$ cat src/rtl/lsu_pkg.sv
// Shared types and helpers for the load/store alignment stage.
// Holds the FSM state encoding, funct3 size codes and access-shape helpers.
package lsu_pkg;

    localparam int unsigned BYTE_W     = 8;
    localparam int unsigned WORD_BYTES = 4;

    typedef enum logic [2:0] {
        S_IDLE,
        S_A0,
        S_D0,
        S_A1,
        S_D1,
        S_RESP
    } state_e;

    localparam logic [2:0] F3_B  = 3'b000;
    localparam logic [2:0] F3_H  = 3'b001;
    localparam logic [2:0] F3_W  = 3'b010;
    localparam logic [2:0] F3_BU = 3'b100;
    localparam logic [2:0] F3_HU = 3'b101;

    function automatic logic [3:0] size_mask(input logic [2:0] funct3);
        case (funct3)
            F3_B, F3_BU: size_mask = 4'b0001;
            F3_H, F3_HU: size_mask = 4'b0011;
            F3_W:        size_mask = 4'b1111;
            default:     size_mask = 4'b0000;
        endcase
    endfunction

    // An access splits when its bytes run past lane 3 of the first word.
    function automatic logic is_split(input logic [2:0] funct3, input logic [1:0] o);
        case (funct3)
            F3_W:        is_split = (o != 2'd0);
            F3_H, F3_HU: is_split = (o == 2'd3);
            default:     is_split = 1'b0;
        endcase
    endfunction

    function automatic logic is_legal(input logic write, input logic [2:0] funct3);
        if (write) is_legal = (funct3 == F3_B) || (funct3 == F3_H) || (funct3 == F3_W);
        else       is_legal = (funct3 == F3_B) || (funct3 == F3_H) || (funct3 == F3_W) ||
                              (funct3 == F3_BU) || (funct3 == F3_HU);
    endfunction

endpackage

$ cat src/rtl/lsu_align_if.sv
// Request/response and data-memory signals of the alignment stage.
// The slave modport is the stage; the master modport is requester plus memory.
interface lsu_align_if #(
    parameter int unsigned DM_ADDRESS = 9,
    parameter int unsigned DATA_W     = 32
);
    logic                  req_valid;
    logic                  req_ready;
    logic                  req_write;
    logic [2:0]            req_funct3;
    logic [DM_ADDRESS-1:0] req_addr;
    logic [DATA_W-1:0]     req_wdata;
    logic                  resp_valid;
    logic [DATA_W-1:0]     resp_rdata;
    logic                  resp_err;
    logic [DM_ADDRESS-1:0] mem_addr;
    logic [3:0]            mem_wr;
    logic [DATA_W-1:0]     mem_wd;
    logic [DATA_W-1:0]     mem_rd;

    modport master (
        output req_valid, req_write, req_funct3, req_addr, req_wdata, mem_rd,
        input  req_ready, resp_valid, resp_rdata, resp_err, mem_addr, mem_wr, mem_wd
    );

    modport slave (
        input  req_valid, req_write, req_funct3, req_addr, req_wdata, mem_rd,
        output req_ready, resp_valid, resp_rdata, resp_err, mem_addr, mem_wr, mem_wd
    );
endinterface

$ cat src/rtl/lsu_lane_shift.sv
// Combinational lane steering: store lane masks/data per beat, load merge and extend.
module lsu_lane_shift
    import lsu_pkg::*;
(
    input  logic [2:0]  funct3,
    input  logic [1:0]  offset,
    input  logic [31:0] wdata,
    input  logic [31:0] lo,
    input  logic [31:0] hi,
    output logic [3:0]  wr0,
    output logic [3:0]  wr1,
    output logic [31:0] wd0,
    output logic [31:0] wd1,
    output logic [31:0] ld_data
);
    logic [7:0]  mask8;
    logic [63:0] wide;
    logic [31:0] v;

    always_comb begin
        mask8 = {4'b0000, size_mask(funct3)} << offset;
        wide  = {32'h0000_0000, wdata} << {offset, 3'b000};
        v     = 32'({hi, lo} >> {offset, 3'b000});

        wr0 = mask8[3:0];
        wr1 = mask8[7:4];
        wd0 = wide[31:0];
        wd1 = wide[63:32];

        // Halfword replication only lines up with the lanes at even offsets.
        case (funct3)
            F3_B: begin
                wd0 = {WORD_BYTES{wdata[BYTE_W-1:0]}};
                wd1 = {WORD_BYTES{wdata[BYTE_W-1:0]}};
            end
            F3_H: begin
                if (!offset[0]) wd0 = {2{wdata[15:0]}};
            end
            default: ;
        endcase

        case (funct3)
            F3_B:    ld_data = {{24{v[7]}}, v[7:0]};
            F3_BU:   ld_data = {24'h00_0000, v[7:0]};
            F3_H:    ld_data = {{16{v[15]}}, v[15:0]};
            F3_HU:   ld_data = {16'h0000, v[15:0]};
            default: ld_data = v;
        endcase
    end
endmodule

$ cat src/rtl/lsu_align.sv
// Load/store alignment stage: turns one request into one or two word beats
// and returns merged, extended load data with a single-cycle response pulse.
module lsu_align
    import lsu_pkg::*;
#(
    parameter int unsigned DM_ADDRESS = 9,
    parameter int unsigned DATA_W     = 32
) (
    input  logic       clk,
    input  logic       reset,
    lsu_align_if.slave bus
);
    state_e                state_q, state_d;
    logic                  write_q, write_d;
    logic [2:0]            funct3_q, funct3_d;
    logic [DM_ADDRESS-1:0] addr_q, addr_d;
    logic [DATA_W-1:0]     wdata_q, wdata_d;
    logic [DATA_W-1:0]     lo_q, lo_d;
    logic [DATA_W-1:0]     hi_q, hi_d;

    logic                  req_ready_q, req_ready_d;
    logic                  resp_valid_q, resp_valid_d;
    logic                  resp_err_q, resp_err_d;
    logic [DATA_W-1:0]     resp_rdata_q, resp_rdata_d;
    logic [DM_ADDRESS-1:0] mem_addr_q, mem_addr_d;
    logic [3:0]            mem_wr_q, mem_wr_d;
    logic [DATA_W-1:0]     mem_wd_q, mem_wd_d;

    logic                  split_q;
    logic                  legal_d;
    logic [DM_ADDRESS-1:0] beat0_addr;
    logic [3:0]            wr0, wr1;
    logic [DATA_W-1:0]     wd0, wd1, ld_data;

    lsu_lane_shift u_lane_shift (
        .funct3  (funct3_d),
        .offset  (addr_d[1:0]),
        .wdata   (wdata_d),
        .lo      (lo_d),
        .hi      (hi_d),
        .wr0     (wr0),
        .wr1     (wr1),
        .wd0     (wd0),
        .wd1     (wd1),
        .ld_data (ld_data)
    );

    // Next state, request capture and read-beat buffering.
    always_comb begin
        state_d  = state_q;
        write_d  = write_q;
        funct3_d = funct3_q;
        addr_d   = addr_q;
        wdata_d  = wdata_q;
        lo_d     = lo_q;
        hi_d     = hi_q;
        split_q  = is_split(funct3_q, addr_q[1:0]);

        case (state_q)
            S_IDLE: begin
                if (bus.req_valid && req_ready_q) begin
                    write_d  = bus.req_write;
                    funct3_d = bus.req_funct3;
                    addr_d   = bus.req_addr;
                    wdata_d  = bus.req_wdata;
                    state_d  = is_legal(bus.req_write, bus.req_funct3) ? S_A0 : S_RESP;
                end
            end
            S_A0:    state_d = write_q ? (split_q ? S_A1 : S_RESP) : S_D0;
            S_D0: begin
                lo_d    = bus.mem_rd;
                state_d = split_q ? S_A1 : S_RESP;
            end
            S_A1:    state_d = write_q ? S_RESP : S_D1;
            S_D1: begin
                hi_d    = bus.mem_rd;
                state_d = S_RESP;
            end
            S_RESP:  state_d = S_IDLE;
            default: state_d = S_IDLE;
        endcase
    end

    // Outputs are precomputed for the state being entered so they leave flops.
    always_comb begin
        req_ready_d  = (state_d == S_IDLE);
        resp_valid_d = 1'b0;
        resp_err_d   = 1'b0;
        resp_rdata_d = '0;
        mem_addr_d   = '0;
        mem_wr_d     = 4'b0000;
        mem_wd_d     = '0;
        legal_d      = is_legal(write_d, funct3_d);
        beat0_addr   = {addr_d[DM_ADDRESS-1:2], 2'b00};

        case (state_d)
            S_A0: begin
                mem_addr_d = beat0_addr;
                if (write_d) begin
                    mem_wr_d = wr0;
                    mem_wd_d = wd0;
                end
            end
            S_A1: begin
                mem_addr_d = beat0_addr + DM_ADDRESS'(WORD_BYTES);
                if (write_d) begin
                    mem_wr_d = wr1;
                    mem_wd_d = wd1;
                end
            end
            S_RESP: begin
                resp_valid_d = 1'b1;
                resp_err_d   = !legal_d;
                if (legal_d && !write_d) resp_rdata_d = ld_data;
            end
            default: ;
        endcase
    end

    always_ff @(posedge clk or posedge reset) begin
        if (reset) begin
            state_q      <= S_IDLE;
            write_q      <= 1'b0;
            funct3_q     <= 3'b000;
            addr_q       <= '0;
            wdata_q      <= '0;
            lo_q         <= '0;
            hi_q         <= '0;
            req_ready_q  <= 1'b1;
            resp_valid_q <= 1'b0;
            resp_err_q   <= 1'b0;
            resp_rdata_q <= '0;
            mem_addr_q   <= '0;
            mem_wr_q     <= 4'b0000;
            mem_wd_q     <= '0;
        end else begin
            state_q      <= state_d;
            write_q      <= write_d;
            funct3_q     <= funct3_d;
            addr_q       <= addr_d;
            wdata_q      <= wdata_d;
            lo_q         <= lo_d;
            hi_q         <= hi_d;
            req_ready_q  <= req_ready_d;
            resp_valid_q <= resp_valid_d;
            resp_err_q   <= resp_err_d;
            resp_rdata_q <= resp_rdata_d;
            mem_addr_q   <= mem_addr_d;
            mem_wr_q     <= mem_wr_d;
            mem_wd_q     <= mem_wd_d;
        end
    end

    assign bus.req_ready  = req_ready_q;
    assign bus.resp_valid = resp_valid_q;
    assign bus.resp_err   = resp_err_q;
    assign bus.resp_rdata = resp_rdata_q;
    assign bus.mem_addr   = mem_addr_q;
    assign bus.mem_wr     = mem_wr_q;
    assign bus.mem_wd     = mem_wd_q;
endmodule
$ cat src/flat_wrapper.sv
// flat-port wrapper written by rule: the top's interface ports become plain ports
module lsu_align_flat import lsu_pkg::*;
#(
    parameter int unsigned DM_ADDRESS = 9,
    parameter int unsigned DATA_W     = 32
)
  (clk, reset, bus_req_valid, bus_req_write, bus_req_funct3, bus_req_addr, bus_req_wdata, bus_mem_rd, bus_req_ready, bus_resp_valid, bus_resp_rdata, bus_resp_err, bus_mem_addr, bus_mem_wr, bus_mem_wd);
  lsu_align_if #(.DM_ADDRESS(DM_ADDRESS), .DATA_W(DATA_W)) bus_i ();
  input  logic clk;
  input  logic reset;
  input wire logic [$bits(bus_i.req_valid)-1:0] bus_req_valid;
  input wire logic [$bits(bus_i.req_write)-1:0] bus_req_write;
  input wire logic [$bits(bus_i.req_funct3)-1:0] bus_req_funct3;
  input wire logic [$bits(bus_i.req_addr)-1:0] bus_req_addr;
  input wire logic [$bits(bus_i.req_wdata)-1:0] bus_req_wdata;
  input wire logic [$bits(bus_i.mem_rd)-1:0] bus_mem_rd;
  output wire logic [$bits(bus_i.req_ready)-1:0] bus_req_ready;
  output wire logic [$bits(bus_i.resp_valid)-1:0] bus_resp_valid;
  output wire logic [$bits(bus_i.resp_rdata)-1:0] bus_resp_rdata;
  output wire logic [$bits(bus_i.resp_err)-1:0] bus_resp_err;
  output wire logic [$bits(bus_i.mem_addr)-1:0] bus_mem_addr;
  output wire logic [$bits(bus_i.mem_wr)-1:0] bus_mem_wr;
  output wire logic [$bits(bus_i.mem_wd)-1:0] bus_mem_wd;
  assign bus_i.req_valid = bus_req_valid;
  assign bus_i.req_write = bus_req_write;
  assign bus_i.req_funct3 = bus_req_funct3;
  assign bus_i.req_addr = bus_req_addr;
  assign bus_i.req_wdata = bus_req_wdata;
  assign bus_i.mem_rd = bus_mem_rd;
  assign bus_req_ready = bus_i.req_ready;
  assign bus_resp_valid = bus_i.resp_valid;
  assign bus_resp_rdata = bus_i.resp_rdata;
  assign bus_resp_err = bus_i.resp_err;
  assign bus_mem_addr = bus_i.mem_addr;
  assign bus_mem_wr = bus_i.mem_wr;
  assign bus_mem_wd = bus_i.mem_wd;
  lsu_align #(.DM_ADDRESS(DM_ADDRESS), .DATA_W(DATA_W)) u_core (.clk(clk), .reset(reset), .bus(bus_i));
endmodule
$ cat config.mk
export PLATFORM = sky130hd
export DESIGN_NAME = lsu_align_flat
export DESIGN_NICKNAME = d
export VERILOG_FILES = /design/src/rtl/lsu_pkg.sv /design/src/rtl/lsu_align_if.sv /design/src/rtl/lsu_lane_shift.sv /design/src/rtl/lsu_align.sv /design/src/flat_wrapper.sv
export SDC_FILE = /design/constraint.sdc
export NUM_CORES = 1
export LEC_CHECK = 0
export CORE_MARGIN = 2
export CORE_UTILIZATION = 24
export CTS_BUF_LIST = sky130_fd_sc_hd__clkbuf_4 sky130_fd_sc_hd__clkbuf_8
export DETAILED_ROUTE_END_ITERATION = 10
export GPL_TIMING_DRIVEN = 0
export SYNTH_ARGS = -nofsm -noshare
export SYNTH_HDL_FRONTEND = slang
export SYNTH_SLANG_ARGS = --single-unit
$ cat constraint.sdc
create_clock -name clk -period 17.9 [get_ports clk]
set_input_delay 2.685 -clock clk [delete_from_list [all_inputs] [get_ports clk]]
set_output_delay 2.685 -clock clk [all_outputs]
set_load 0.05 [all_outputs]
# --- Word-level counts from Yosys, hierarchy flattened ---
# Cells that the tools add are included.
word_totals:
  out_inout_bits: 80
  inputBits: 80
  ff_bits: 192
  elab_cells: 94
classes:
  addsub: 1
  n_shift: 3
  n_mux: 37
  n_eq_ne: 19
  reduce_logical: 20
ops:
  columns: ["op", "count"]
  rows:
  - ["2-to-1 mux 32 bit", 10]
  - ["case mux 32 bit (2 select lines)", 2]
  - ["case mux 32 bit (4 select lines)", 1]
  - ["<< shifter 32 x 5 -> 64 bit", 1]
  - [">> shifter 64 x 5 -> 32 bit", 1]
  - ["equality test 3 bit, second input constant", 7]
  - ["equality test 3 x 2 -> 1 bit, second input constant", 6]
  - ["2-to-1 mux 3 bit", 6]
  - ["2-to-1 mux 9 bit", 2]
  - ["case mux 9 bit (2 select lines)", 1]
  - ["equality test 3 x 1 -> 1 bit, second input constant", 5]
  - ["case mux 3 bit (5 select lines)", 1]
  - ["zero test 3 bit", 4]
  - ["case mux 4 bit (3 select lines)", 1]
  - ["adder 9 x 3 -> 9 bit, second input constant", 1]
  - ["2-to-1 mux 1 bit", 9]
  - ["logical OR 1 bit", 8]
  - ["2-to-1 mux 4 bit", 2]
  - ["case mux 4 bit (2 select lines)", 1]
  - ["<< shifter 4 x 2 -> 8 bit", 1]
  - ["OR reduction 2 bit", 3]
  - ["equality test 2 bit, second input constant", 1]
  - ["logical AND 1 bit", 2]
  - ["zero test 1 bit", 2]
  - ["2 further kinds", 2]

# --- Logic depth before layout (Yosys ltp) ---
# Gate-level depths: netlist (run 1).
logic_depth:
  depth_word: 13
  ltp_mapped: 12
  depth_no_buf: 9

# --- By module ---
# Synthesis (run 1) repeated with hierarchy kept, for this count alone.
hier_totals:
  hier_cells: 862
  area_unflattened_um2: 9900.7
modules_own_cells:
  columns: ["module", "area_each_um2", "instances", "cells_each"]
  rows:
  - ["lsu_align", 7269.5, 1, 560]
  - ["lsu_lane_shift", 2631.3, 1, 302]

# --- Least setup slack after synthesis (run 1) ---
# OpenSTA, ideal clock, no wires.
synth_path:
  path_kind: "input to register"
  start: "input port bus_req_valid"
  end: "register u_core.resp_rdata_q[28], in the netlist u_core.bus.resp_rdata[28]"
  cell_stages: 7
  t_arrival_ns: 4.319
  n_path_buf: 2
  slack_ns: 13.509
  required_time_ns: 17.828
  path_cell_list: "clkbuf_1 -> nand2_1 -> mux2i_1 -> a2111oi_2 -> clkbuf_1 -> o21ai_0 -> nor2_1"
synth_via:
  elab_chain_len: 12
synth_lines:
  columns: ["item", "line_no", "text"]
  rows:
  - ["start: declaration", "flat_wrapper.sv:11", "input wire logic [$bits(bus_i.req_valid)-1:0] bus_req_valid;"]
  - ["logical AND 1 bit *", "lsu_align.sv:61", "if (bus.req_valid && req_ready_q) begin"]
  - ["branches (longest 10 deep; another with >> shifter 64 x 5 -> 32 bit)", null, null]
  - ["2-to-1 mux 32 bit *", "lsu_align.sv:96", "case (state_d)"]
  - ["net u_core.resp_rdata_d[28]", "lsu_align.sv:24", "logic [DATA_W-1:0] resp_rdata_q, resp_rdata_d;"]
  - ["end signal: assignment", "lsu_align.sv:147", "resp_rdata_q <= resp_rdata_d;"]
  - ["end: declaration", "lsu_align.sv:24", null]
# Mark *: on every way through the listed nets, which the timed path passes.

# --- Worst setup path in the final report (run 1) ---
layout_path:
  start: "input port bus_req_valid"
  end: "register u_core.mem_wd_q[15], in the netlist u_core.bus.mem_wd[15]"
layout_via:
  elab_chain_len: 8
layout_lines:
  columns: ["item", "line_no", "text"]
  rows:
  - ["logical AND 1 bit *", "lsu_align.sv:61", null]
  - ["2-to-1 mux 32 bit or 2-to-1 mux 9 bit (tied branches)", "lsu_align.sv:61", null]
  - ["2-to-1 mux 32 bit or 2-to-1 mux 9 bit (tied branches)", "lsu_align.sv:59", "case (state_q)"]
  - ["<< shifter 32 x 5 -> 64 bit", "lsu_lane_shift.sv:22", "wide = {32'h0000_0000, wdata} << {offset, 3'b000};"]
  - ["2-to-1 mux 32 bit", "lsu_lane_shift.sv:37", "if (!offset[0]) wd0 = {2{wdata[15:0]}};"]
  - ["case mux 32 bit (2 select lines)", "lsu_lane_shift.sv:31", "case (funct3)"]
  - ["2-to-1 mux 32 bit", "lsu_align.sv:99", "if (write_d) begin"]
  - ["case mux 32 bit (2 select lines) *", "lsu_align.sv:96", null]
  - ["net u_core.mem_wd_d[15]", "lsu_align.sv:27", "logic [DATA_W-1:0] mem_wd_q, mem_wd_d;"]
  - ["end signal: assignment", "lsu_align.sv:150", "mem_wd_q <= mem_wd_d;"]
  - ["end: declaration", "lsu_align.sv:27", null]
# Mark *: on every way through the listed nets, which the timed path passes. The rest lies on a longest branch.

==> impl_metrics.ini, run 1 <==
[floorplan]
die-area_um2 = 41500
pin_count = 160
die_h_um = 204
die_width_um = 204
start_util = 0.242
core_um2 = 39500
rows = 73

[setup_path]
slowest_stage = mux2i_1
startpoint_type = input port
critPathMaxStageDelay_ps = 1050
cpLargestDelayFamily = buffers and inverters
path_class = in -> reg
worst-path-buf-inv = 3
crit_path_max_fanout = 10
critPathRequiredTime_ps = 18260
end_kind = register
arrival_ps = 6050
worstPathCellList = clkdlybuf4s50_1 > clkbuf_1 > nand2_1 > mux2i_1 > or2_2 > buf_2 > a21oi_1 > o22ai_1

[layout]
drive_gt1_frac = 0.136
area.growth.synth_to_final_pct = 28.1
antenna_cells = 0
layout.nets = 1186

[grt]
grt_pass1_wl_um = 53900
grt_usage = 0.176
grt_overflow = 0
antenna_found_initial = 0
grt_max_degree = 123
grt_pass1_vias = 8415

[clock_network]
cts_hold_buffers = 0
cts_root_buf = clkbuf_8
cts_sinks = 182
h-tree-depth = 4
clockBufferDepth = 2
postCtsResizedCells = 0
numCtsBuffers = 17
cts.clk_slew.worst_paths_ps = 110
tritoncts = done
clock_latency_ps = 510
cts_setup_buffers = 0

[logic_synthesis]
synthFlopType = dfrtp_1
synth_area_per_cell_um2 = 10.3
synth_edf_count = 0
yosys_warnings = 0
syn-instance-count = 927
ys_types = 66
yosysSeqAreaShare = 0.476
yosys_register_bits = 182
netlist_area_um2 = 9570
ys_async_sr_fraction = 1.00

[detailed_routing]
routed_wirelength_um = 36200
routed.top_layer = met4
met2_length_um = 16000
post-route-drc-count = 0
via_per_inst = 5.13
detail-route-antenna-nets = 0
wl_per_cell_um = 22.1
route.met3.wl_um = 3220
wl_met1_um = 15800
dr.pass1.iters = 5
drt_iter0_drc = 871
num_vias = 8418

[timing]
timing.setup.tns_ps = 0
hold_ws_ps = 508
relSlewSlack = 0.131
setup_slack_ps = 12210
fin_crit_sh = 0.318
hold_violations = 0
timing.fmax_ghz = 0.176
finalClockSkew_ps = 18.5
worstMarginPinSlew_ps = 1270
drv_slew = 0
fin_crit_ps = 5690
rsz0062_at_grt = no
setup_violations = 0

[power]
pwr-share-seq = 0.260
power_leakage_nw = 5.15
intPower_mw = 1.23
switching_share = 0.492
finalPower_mw = 2.42
clkPwrFrac = 0.129
powerDensity_nw_per_um2 = 197
p_comb_frac = 0.611
switching_power_mw = 1.19
irDropWorstVdd_mv = 0.0811

[worst_hold_path]
hp-class = reg -> reg

[placed_design]
numPortBuffers = 157
dpl.hpwl_um = 26100
gp_congestion = 0.933
pre_cts_ws_ps = 11800

[outcome]
status = finished, final reports clean

[flow_run]
drv_cap = 0
[worst paths after layout]
| path | start | endpoint | slack (ps) | cells after the start |
|---|---|---|---|---|
| max | bus_req_valid | u_core.bus.mem_wd[15] | 12210 | 8 |
| min | u_core.hi_q[16] | u_core.hi_q[16] | 510 | 1 |
| max reg2reg | u_core.bus.req_ready | u_core.bus.mem_wd[27] | 14140 | 8 |
| min reg2reg | u_core.hi_q[16] | u_core.hi_q[16] | 510 | 1 |
| max in group asynchronous | reset | u_core.bus.resp_rdata[0] | 14280 | 3 |
| min in group asynchronous | reset | u_core.addr_q[7] | 2600 | 2 |
[cells by family after synthesis]
logic type	synth area share
compound gates	0.167
xor+xnor	0.00366
fa+ha+maj	0.00131
buf+inv	0.0640
flops	0.476
mux	0.172
other cells	0.000392
simple gates	0.116
[power by group through the flow]
stage                     Sequential [mW]  Combinational [mW]  Clock (mW)
final                               0.627                1.48       0.312
after global routing                0.644                1.57       0.335
after CTS                           0.627                1.45       0.319
after detailed placement            0.634                1.45           0
after global placement              0.632                1.43           0
after floorplan                     0.761               0.862           0
[sequential cells by signal, summed over array words and instances (netlist names)]
register,cells
u_core.bus.mem_wd,32
u_core.bus.resp_rdata,32
u_core.lo_q,32
u_core.wdata_q,32
u_core.hi_q,24
u_core.addr_q,9
u_core.bus.mem_addr,7
u_core.bus.mem_wr,4
u_core.funct3_q,3
u_core.state_q,3
u_core.bus.req_ready,1
u_core.bus.resp_err,1
u_core.bus.resp_valid,1
u_core.write_q,1
[cells in the final DEF (no fill, tap or decap), types with 6 or more instances in the layout]
master           synthesis  layout
dfrtp_1                181     181
clkdlybuf4s50_1          0     157
mux2i_1                 71      71
nand2_1                 67      67
inv_1                   61      60
a21oi_1                 55      55
nand3_1                 51      51
nor2_1                  44      44
mux2_2                  43      43
o21ai_0                 35      35
o211ai_1                32      32
buf_2                   29      29
clkbuf_1                28      28
o22ai_1                 27      27
nor3_1                  22      22
a211oi_1                20      20
mux4_2                  20      20
clkbuf_8                 0      17
and3_1                  11      11
o32ai_1                 10      10
a311oi_1                10      10
buf_4                    7       7
a31oi_1                  7       7
o31ai_1                  7       7
o21a_1                   7       7
buf_1                    6       6
or3_1                    6       6
inv_6                    0       6
[worst reg2reg max path: cells and delay by family, from the launching register on]
kind | cells | cell delay (ps)
AO/OA/AOI/OAI | 2 | 590
buffers and inverters | 2 | 740
flip-flops | 1 | 550
multiplexers | 1 | 870
AND/OR/NAND/NOR | 3 | 860
[final cells by class]
class	instances	area (um2)
fill	4102	27300
timing repair buffer	158	1600
clock inverter	14	185
multi-input combinational	608	4410
tap	525	657
inverter	64	250
clock buffer	17	234
sequential	182	4560
buffer	74	370
[synth_stat cells (all sizes together), types with 10 or more instances]
cell type	instances	area share
a211oi	20	0.016
a21oi	55	0.029
a311oi	10	0.0091
and3	11	0.0072
buf	46	0.028
clkbuf	28	0.011
dfrtp	181	0.47
inv	64	0.025
mux2	43	0.051
mux2i	71	0.074
mux4	20	0.047
nand2	67	0.026
nand3	51	0.027
nor2	45	0.019
nor3	22	0.012
o211ai	32	0.025
o21ai	38	0.020
o22ai	27	0.018
o32ai	11	0.011
[routing by layer]
metal	track usage	up-vias
met5	0	-
met4	0.0727	0
met3	0.0406	78
met2	0.267	490
met1	0.240	4129
li1	-	3721
[through the flow]
stage	area, um2	cells	utilization
6_report	12300	1642	0.310
5_1_grt	12300	1642	0.310
4_1_cts	12300	1642	0.310
3_5_place_dp	11800	1611	0.299
3_3_place_gp	11800	1610	0.299
2_1_floorplan	9580	928	-
Note: power is estimated with default switching activity, not from simulation.
==> inputs of run 2 (changes only) <==
==> constraint.sdc (replaced) <==
create_clock -name clk -period 4.7 [get_ports clk]
set_input_delay 0.705 -clock clk [delete_from_list [all_inputs] [get_ports clk]]
set_output_delay 0.705 -clock clk [all_outputs]
set_load 0.05 [all_outputs]
==> impl_metrics.ini, run 2 (same netlist as run 1, synthesis figures left out) <==
[outcome]
status = finished, final reports clean

[setup_path]
arrival_ps = 4120
critPathRequiredTime_ps = 5040
end_kind = register
reg2reg_from = u_core.bus.req_ready
startpoint_type = register
path_class = reg -> reg
setup.worst_path.start = u_core.bus.req_ready
crit_path_max_fanout = 10

[timing]
hold_violations = 0
timing.setup.tns_ps = 0
setup_slack_ps = 920
fin_crit_sh = 0.804
drv_slew = 0
relSlewSlack = 0.168
timing.fmax_ghz = 0.265
rsz0062_at_grt = no
hold_ws_ps = 507
finalClockSkew_ps = 14.2
setup_violations = 0
fin_crit_ps = 3780
worstMarginPinSlew_ps = 1210

[grt]
grt_usage = 0.177
grt_max_degree = 45
antenna_found_initial = 0
grt_pass1_wl_um = 54600
grt_overflow = 0
grt_pass1_vias = 8431

[detailed_routing]
num_vias = 8478
wl_per_cell_um = 22.2
via_per_inst = 5.15
routed_wirelength_um = 36600
dr.pass1.iters = 5
drt_iter0_drc = 1025
detail-route-antenna-nets = 0
post-route-drc-count = 0

[clock_network]
cts_setup_buffers = 0
cts.clk_slew.worst_paths_ps = 110
cts_sinks = 182
tritoncts = done
postCtsResizedCells = 0
clock_latency_ps = 500
numCtsBuffers = 17
h-tree-depth = 4
cts_hold_buffers = 0
cts_root_buf = clkbuf_8
clockBufferDepth = 2

[placed_design]
dpl.hpwl_um = 26900
numPortBuffers = 157
pre_cts_ws_ps = 616
gp_congestion = 0.927

[layout]
fillCellCount = 4107
layout_common_cells = dfrtp_1, clkdlybuf4s50_1, mux2i_1
layout.nets = 1189
drive_gt1_frac = 0.139
area.growth.synth_to_final_pct = 28.3
layout_commonest_cell = dfrtp_1
antenna_cells = 0

[floorplan]
die-area_um2 = 41500
die_width_um = 204
core_um2 = 39500
start_util = 0.242
die_h_um = 204
rows = 73
pin_count = 160

[power]
intPower_mw = 4.62
switching_power_mw = 4.52
p_comb_frac = 0.617
clkPwrFrac = 0.122
pwr-share-seq = 0.261
power_leakage_nw = 5.17
irDropWorstVdd_mv = 0.349
powerDensity_nw_per_um2 = 745
switching_share = 0.494

[worst_hold_path]
hp-start = u_core.hi_q[16]
hp-class = reg -> reg

[flow_run]
drv_cap = 0
run 2: changes by cell type in the layout (fill, tap and decap cells not counted), sizes merged:
cell,change
bufinv,-2
buf,+3
clkinvlp,-1
clkbuf,+4
inv,-2
clkinv,+2
run 2: power by group through the flow:
| stage | Combinational [mW] | Sequential (mW) | Clock, mW |
|---|---|---|---|
| finish | 5.64 | 2.39 | 1.11 |
| global route | 6.03 | 2.45 | 1.21 |
| CTS | 5.55 | 2.39 | 1.15 |
| detailed placement | 5.53 | 2.41 | 0 |
| global placement | 5.47 | 2.41 | 0 |
| floorplan | 3.28 | 2.90 | 0 |
run 2: path summary, 6_finish.rpt:
kind                            cells after the start                       end  slack, ps
worst min-delay path                                1           u_core.hi_q[16]        510
worst min register to register                      1           u_core.hi_q[16]        510
min in group asynchronous                           2      u_core.bus.mem_wd[5]        700
worst max-delay path                                8     u_core.bus.mem_wd[27]        920
max in group asynchronous                           4  u_core.bus.resp_rdata[5]       3060
worst max register to register                      8     u_core.bus.mem_wd[27]        920
run 2: layer usage:
metal,GRT usage,up-vias,part of all wire
li1,-,3731,-
met1,0.246,4187,0.44
met2,0.271,492,0.44
met3,0.0414,68,0.088
met4,0.0584,0,0.028
met5,0,-,0
run 2: final cells by class:
class | count | area, um2 | share of cell area
clock inverter | 11 | 113 | 0.00917
buffer | 74 | 370 | 0.0301
clock buffer | 21 | 283 | 0.0230
tap | 525 | 657 | 0.0535
sequential | 182 | 4560 | 0.371
multi-input combinational | 608 | 4410 | 0.359
inverter | 64 | 246 | 0.0201
timing repair buffer | 161 | 1650 | 0.134
run 2: critical path: stages (launching register included):
cell and delay [ps]:
dfstp_2 550, or4b_4 520, nor2_8 190, mux2i_1 890, inv_1 390, clkbuf_1 350
nand3_1 160, o21ai_0 90, a211oi_1 510
run 2: stage by stage:
step                instance area [um2]   util  cells  power (mW)
finish                            12300  0.311   1646        9.15
global route                      12300  0.311   1646        9.69
CTS                               12300  0.311   1646        9.09
detailed placement                11900  0.301   1614        7.95
global placement                  11800  0.299   1610        7.88
floorplan                          9580      -    928        6.18
